==> src/rtl/rf_wport_arb.sv <==
// Register-file write-port arbiter: pipeline writeback wins, async results bypass or queue.
// Zero-cycle write path; lu_ack drops when the queue is full, stall_req on full queue or starved head.
module rf_wport_arb #(
    parameter int DEPTH        = 4,
    parameter int STARVE_LIMIT = 8
) (
    input  logic        clk,
    input  logic        rst,
    input  logic        i_wb_wreg,
    input  logic [4:0]  i_wb_wd,
    input  logic [31:0] i_wb_wdata,
    input  logic        i_lu_req,
    input  logic [4:0]  i_lu_wd,
    input  logic [31:0] i_lu_wdata,
    output logic        o_lu_ack,
    output logic        o_rf_we,
    output logic [4:0]  o_rf_waddr,
    output logic [31:0] o_rf_wdata,
    output logic [31:0] o_pend_mask,
    output logic        o_stall_req
);

    localparam int PW = $clog2(DEPTH);
    localparam int CW = PW + 1;
    localparam int SW = $clog2(STARVE_LIMIT + 1);

    logic [4:0]       r_addr [DEPTH];
    logic [31:0]      r_data [DEPTH];
    logic [DEPTH-1:0] r_vld;
    logic [PW-1:0]    r_rd_ptr;
    logic [PW-1:0]    r_wr_ptr;
    logic [CW-1:0]    r_count;
    logic [SW-1:0]    r_starve;

    logic w_wb_act;
    logic w_lu_null;
    logic w_empty;
    logic w_head_vld;
    logic w_pop;
    logic w_bypass;
    logic w_ack;
    logic w_enq;

    always_comb begin
        w_wb_act   = i_wb_wreg && (i_wb_wd != 5'd0);
        w_lu_null  = (i_lu_wd == 5'd0);
        w_empty    = (r_count == '0);
        w_head_vld = !w_empty && r_vld[r_rd_ptr];
        // A killed head leaves without a write even while the pipeline owns the port.
        w_pop      = !w_empty && (!r_vld[r_rd_ptr] || !w_wb_act);
        w_bypass   = w_empty && i_lu_req && !w_lu_null && !w_wb_act;
        w_ack      = i_lu_req && (r_count < CW'(DEPTH));
        w_enq      = w_ack && !w_bypass && !w_lu_null && !(w_wb_act && (i_lu_wd == i_wb_wd));
    end

    always_comb begin
        o_lu_ack    = 1'b0;
        o_rf_we     = 1'b0;
        o_rf_waddr  = 5'd0;
        o_rf_wdata  = 32'd0;
        o_pend_mask = 32'd0;
        o_stall_req = 1'b0;
        if (!rst) begin
            o_lu_ack = w_ack;
            if (w_wb_act) begin
                o_rf_we    = 1'b1;
                o_rf_waddr = i_wb_wd;
                o_rf_wdata = i_wb_wdata;
            end else if (w_head_vld) begin
                o_rf_we    = 1'b1;
                o_rf_waddr = r_addr[r_rd_ptr];
                o_rf_wdata = r_data[r_rd_ptr];
            end else if (w_bypass) begin
                o_rf_we    = 1'b1;
                o_rf_waddr = i_lu_wd;
                o_rf_wdata = i_lu_wdata;
            end
            for (int i = 0; i < DEPTH; i++) begin
                if (r_vld[i]) o_pend_mask[r_addr[i]] = 1'b1;
            end
            o_stall_req = (r_count == CW'(DEPTH)) || (r_starve == SW'(STARVE_LIMIT));
        end
    end

    always_ff @(posedge clk) begin
        if (rst) begin
            r_vld    <= '0;
            r_rd_ptr <= '0;
            r_wr_ptr <= '0;
            r_count  <= '0;
            r_starve <= '0;
        end else begin
            // Pipeline write is younger than anything queued: drop stale entries to the same register.
            for (int i = 0; i < DEPTH; i++) begin
                if (w_wb_act && r_vld[i] && (r_addr[i] == i_wb_wd)) r_vld[i] <= 1'b0;
            end
            if (w_pop) begin
                r_vld[r_rd_ptr] <= 1'b0;
                r_rd_ptr        <= r_rd_ptr + PW'(1);
            end
            if (w_enq) begin
                r_vld[r_wr_ptr]  <= 1'b1;
                r_addr[r_wr_ptr] <= i_lu_wd;
                r_data[r_wr_ptr] <= i_lu_wdata;
                r_wr_ptr         <= r_wr_ptr + PW'(1);
            end
            r_count <= r_count + CW'(w_enq) - CW'(w_pop);
            if (w_empty || w_pop) begin
                r_starve <= '0;
            end else if (w_head_vld && w_wb_act && (r_starve != SW'(STARVE_LIMIT))) begin
                r_starve <= r_starve + SW'(1);
            end
        end
    end

endmodule

==> config.mk <==
export PLATFORM = sky130hd
export DESIGN_NAME = rf_wport_arb
export DESIGN_NICKNAME = d
export VERILOG_FILES = /design/src/rtl/rf_wport_arb.sv
export SDC_FILE = /design/constraint.sdc
export NUM_CORES = 1
export LEC_CHECK = 0
export ABC_AREA = 1
export BUFFER_PORTS_ARGS = -buffer_cell sky130_fd_sc_hd__buf_2
export CORE_UTILIZATION = 35
export DETAILED_ROUTE_END_ITERATION = 6
export PLACE_DENSITY = 0.62
export SYNTH_ARGS = -nofsm -noshare
export SYNTH_HDL_FRONTEND = slang
export SYNTH_SLANG_ARGS = --single-unit
==> constraint.sdc <==
create_clock -name clk -period 6.4 [get_ports clk]
set_input_delay 0.64 -clock clk [delete_from_list [all_inputs] [get_ports clk]]
set_output_delay 0.64 -clock clk [all_outputs]
set_load 0.02 [all_outputs]
Word level (Yosys, flattened, before mapping)
Memory sizes are Yosys's and may differ from the RTL's. A register that Yosys moved wholly into a read port is not among the register bits.
Index checks and enable logic that the tools add are counted.
{ "word_totals": {"inputBits": 78, "ramBits": 148, "ff_bits": 15, "mem_count": 2, "out_inout_bits": 72} }
{ "memory_table": {"columns": ["memory", "depth", "word_bits", "read_ports", "rd_clocked_by_memory_dff", "wr", "line_no", "rtl"], "rows": [
  ["r_data", 4, 32, 1, 1, 1, "28", "logic [31:0] r_data [DEPTH];"],
  ["r_addr", 4, 5, 5, 1, 1, "27", "logic [4:0] r_addr [DEPTH];"]
]} }
{ "classes": {"add_sub_neg": 5, "bitwise_logic": 6, "n_mux": 54, "eq_ne": 8, "n_lt_le_gt_ge": 13, "n_reduce_logical": 40} }
{ "op_table": {"columns": ["operator", "count"], "rows": [
  ["$mux W32", 12],
  ["$or A32 B32 Y32", 3],
  ["$logic_and A1 B1 Y1", 27],
  ["$eq A5 B5 Y1", 5],
  ["$lt A5 B6 Y1 const B", 4],
  ["$mux W1", 24],
  ["$demux W1 S5", 4],
  ["$ge A5 B1 Y1 const B", 4],
  ["$mux W5", 4],
  ["$mux W4", 3],
  ["$mux W2", 4],
  ["$logic_not A1 Y1", 6],
  ["$lt A2 B3 Y1 const B", 2],
  ["$logic_not A5 Y1", 1],
  ["$reduce_bool A5 Y1", 1],
  ["$add A2 B1 Y2 const B", 2],
  ["$add A4 B1 Y4 const B", 1],
  ["$and A4 B4 Y4", 1],
  ["$demux W1 S2", 2],
  ["$eq A4 B4 Y1 const B", 1],
  ["$ge A2 B1 Y1 const B", 2],
  ["$ne A4 B4 Y1 const B", 1],
  ["$not A4 Y4", 1],
  ["$or A4 B4 Y4", 1],
  ["other kinds (8)", 10]
]} }

Depth between registers and ports, before layout
{ "depth": {"ltp_word": 15, "mapped_depth": 16, "depth_no_buf": 14} }

Worst setup path after synthesis
OpenSTA, ideal clock, no wires.
{ "synth_timing": {"kind": "in2reg", "from": "input i_wb_wd[2]", "to": "memory r_addr[0][0] (enable)", "path_buffers": 2, "arrival_time_ns": 2.203, "setup_slack_ns": 3.806, "stages": 9, "cell_sequence": "buf_4 > nor2_4 > nand3_2 > nand2_2 > buf_6 > inv_4 > nand3_2 > nand4_1 > inv_1"} }
{ "synth_via": {"elab_chain_len": 11} }
{ "synth_rtl": {"columns": ["item", "line_no", "rtl"], "rows": [
  ["start, declared", "10", "input logic [4:0] i_wb_wd,"],
  ["$reduce_bool A5 Y1", "45", "w_wb_act = i_wb_wreg && (i_wb_wd != 5'd0);"],
  ["$logic_and A1 B1 Y1", "45", null],
  ["$logic_not A1 Y1", "51", "w_bypass = w_empty && i_lu_req && !w_lu_null && !w_wb_act;"],
  ["$logic_and A1 B1 Y1", "51", null],
  ["$logic_not A1 Y1", "53", "w_enq = w_ack && !w_bypass && !w_lu_null && !(w_wb_act && (i_lu_wd == i_wb_wd));"],
  ["$logic_and A1 B1 Y1 (2 in a row)", "53", null],
  ["$logic_and A1 B1 Y1 (*)", "53", null],
  ["$mux W1 (*)", "101", "if (w_enq) begin"],
  ["$mux W1 (*)", "86", "if (rst) begin"],
  ["$mux W1 (not written as such) (*)", "103", "r_addr[r_wr_ptr] <= i_lu_wd;"],
  ["end, declared", "27", null]
]} }
Mark *: on every way between the ends. The rest lies on a longest branch, timed or not.

Worst setup path in the final report
{ "layout_timing": {"from": "input i_wb_wd[4]", "to": "output o_rf_wdata[0]"} }
{ "layout_via": {"elab_chain_len": 8} }
{ "layout_rtl": {"columns": ["item", "line_no", "rtl"], "rows": [
  ["$reduce_bool A5 Y1 (*)", "45", null],
  ["$logic_and A1 B1 Y1 (*)", "45", null],
  ["$logic_not A1 Y1", "51", null],
  ["$logic_and A1 B1 Y1", "51", null],
  ["$mux W32", "73", "end else if (w_bypass) begin"],
  ["$mux W32", "69", "end else if (w_head_vld) begin"],
  ["$mux W32 (*)", "65", "if (w_wb_act) begin"],
  ["$mux W32 (*)", "63", "if (!rst) begin"],
  ["end, declared", "18", "output logic [31:0] o_rf_wdata,"]
]} }
Marked as above.

==> results.cfg <==
[outcome]
outcome = finished, final reports clean

[setup_path]
reg2reg_slack_ns = 3.81
path_class = primary input to output port
crit_fanout = 108
worstRegToRegCells = 6
worstPathArrival_ns = 2.75
r2r-end = r_data[2][13]$_DFFE_PP_
start_kind = primary input
required_ns = 5.76
endpoint_kind = output port
reg2reg_from = r_count[2]$_SDFF_PP0_

[placed_design]
postPlaceCellArea_mm2 = 0.0105
place_hpwl_mm = 16.4
portBuffers = 149
place.gp.congestion = 0.933

[hold_path]
hp-start = i_lu_wdata[13]
hold_class = primary input to flip-flop
holdPathEnd = r_data[1][13]$_DFFE_PP_
hold_path_depth = 1

[floorplan]
dieWidth_um = 168
io_pins = 150
dieArea_mm2 = 0.0282
row_count = 60
die_y_um = 168
core_area_mm2 = 0.0270
initial_core_util = 0.357

[sta]
hold_viol = 0
setup_tns_ns = 0
period_share = 0.530
setup_viol = 0
slew_viol_final = 0
tightestPinTransition_ns = 1.17
period_needed_ns = 3.39
fin_worst_skew_ns = 0.0113
whs_ns = 0.451
max_freq_ghz = 0.295
grt_setup_unrepaired = false
slew-limit-headroom = 0.220

[routing]
drc = 0
drt-vias-per-instance = 5.09
drt_iter0_drc = 628
vias = 8184
dr.pass1.iters = 5
wl_mm = 26.4
ant_nets = 0
post_drt_wl_per_cell_um = 16.5

[clock_network]
clk_latency_ns = 0.42
cts_htree_levels = 4
hold_buffers = 0
ctsResizeCount = 0
max-clock-path-buffers = 2
cts_sinks = 165
clockRootBuffer = clkbuf_16
post_cts_buffers = 0
tritoncts = built
cts_made_buffers = 17
clk_pin_slew_worst_paths_ns = 0.06

[pwr]
power_mw = 3.47
ir_drop_v = 0.000187
leakagePower_nw = 4.54
power.density_cell_area_mw_per_mm2 = 314

[yosys]
yosys_warnings = 0
ys_async_sr_fraction = 0
synth_area_mm2 = 0.00964
synth_cell_type_count = 38
synth_flop_cell = edfxtp_1
synth.avg_cell_area_um2 = 8.44
synthCells = 1142
ys_ff_latch = 165
synthesis.nets = 1233
yosysSeqAreaShare = 0.496
synth-edff-count = 148

[grt]
antenna_found_initial = 2
grt_max_degree = 109
track_usage = 0.190
overflow = 0
first_global_vias = 7656
grt_pass1_wl_mm = 41.8

[finish]
finalInstanceArea_mm2 = 0.0111
nets = 1342
drive_above_1_share = 0.206
area_delta_synth_final_pct = 14.7

[flow_run]
drv_cap = 0
-- logic make-up after synthesis --
group           synth area share
simple gates               0.297
buf+inv                   0.0815
flops                      0.496
compound gates            0.0847
xor+xnor                  0.0227
fa+ha+maj                 0.0176
-- power by group --
part | switching, mW | leakage, nW | total [mW] | internal [mW]
Combinational | 0.848 | 2.80 | 1.21 | 0.359
Sequential | 0.0537 | 1.48 | 1.30 | 1.25
Clock | 0.424 | 0.259 | 0.962 | 0.537
Total | 1.33 | 4.54 | 3.47 | 2.15
-- state kept, by name, summed over array words and instances (netlist names), named ones only --
signal / cells
r_addr: 20
r_count: 3
r_rd_ptr: 2
r_data: 128
r_starve: 4
r_wr_ptr: 2
r_vld: 4
-- placed cells by master (no fill, tap or decap), types with 14 or more instances in the layout --
cell type / Yosys / layout
nand2_1: 256 / 256
buf_2: 34 / 149
edfxtp_1: 148 / 148
nand3_1: 140 / 140
nor2_1: 132 / 132
a21oi_1: 112 / 112
inv_1: 85 / 83
o22ai_1: 32 / 32
nand3_2: 27 / 27
or2_0: 20 / 20
xor2_1: 19 / 19
clkbuf_16: 0 / 17
dfxtp_1: 17 / 16
or2_2: 14 / 14
-- metal layers --
metal / up-vias / GRT usage / wire (um)
li1: 4041 / - / -
met1: 3838 / 0.253 / 12000
met2: 271 / 0.313 / 12500
met3: 34 / 0.0386 / 1560
met4: 0 / 0.0550 / 414
met5: - / 0 / 0
-- how the worst max path moves through the flow --
stage                    start                     end  slack [ns]  cells after the start
global placement    i_wb_wd[4]           o_rf_wdata[0]        3.05                      9
CTS                 i_wb_wd[4]           o_rf_wdata[0]        3.00                      9
global route         flip-flop          o_rf_wdata[21]        2.85                      9
finish              i_wb_wd[4]           o_rf_wdata[0]        3.01                      9
floorplan           i_wb_wd[2]  r_addr[0][0]$_DFFE_PP_        3.81                      9
detailed placement  i_wb_wd[4]           o_rf_wdata[0]        3.00                      9
-- metrics by stage --
| stage | worst slack [ns] | std cells | utilization |
|---|---|---|---|
| floorplan | 3.81 | 1142 | - |
| global placement | 3.05 | 1573 | 0.388 |
| detailed placement | 3.00 | 1573 | 0.388 |
| CTS | 3.00 | 1605 | 0.409 |
| global route | 2.85 | 1605 | 0.409 |
| finish | 3.01 | 1607 | 0.409 |
-- cells in the mapped netlist, types with 3 or more instances --
| cell type | n | area [um2] |
|---|---|---|
| nand2_1 | 256 | 961 |
| edfxtp_1 | 148 | 4440 |
| nand3_1 | 140 | 701 |
| nor2_1 | 132 | 495 |
| a21oi_1 | 112 | 561 |
| inv_1 | 85 | 319 |
| buf_2 | 34 | 170 |
| o22ai_1 | 32 | 200 |
| nand3_2 | 27 | 270 |
| or2_0 | 20 | 125 |
| xor2_1 | 19 | 166 |
| clkbuf_1 | 18 | 67.6 |
| dfxtp_1 | 17 | 340 |
| or2_2 | 14 | 87.6 |
| ha_1 | 12 | 150 |
| nor3_1 | 11 | 55.1 |
| inv_2 | 10 | 37.5 |
| buf_6 | 8 | 90.1 |
| nand4_1 | 8 | 50.1 |
| xnor2_1 | 6 | 52.6 |
| buf_4 | 5 | 37.5 |
| nand2_2 | 3 | 18.8 |
| nor2_2 | 3 | 18.8 |
| nor3_2 | 3 | 30.0 |
-- final cells by class --
type	instances	area [um2]
flip-flops and latches	165	4790
fillers	2718	16000
well taps	341	427
inverters	96	363
multi-input cells	810	4090
repair buffers	161	836
clock buffers	18	429
clock inverters	14	125
diodes	2	5.00
-- critical path, stage by stage --
cell     delay (ns)
buf_2          0.17
nor2_2         0.13
nand3_2        0.09
nand2_4        0.10
buf_4          0.86
or2_0          0.28
nand3_1        0.10
inv_1          0.13
buf_2          0.17
No activity file was read; power rests on OpenSTA's default activity.
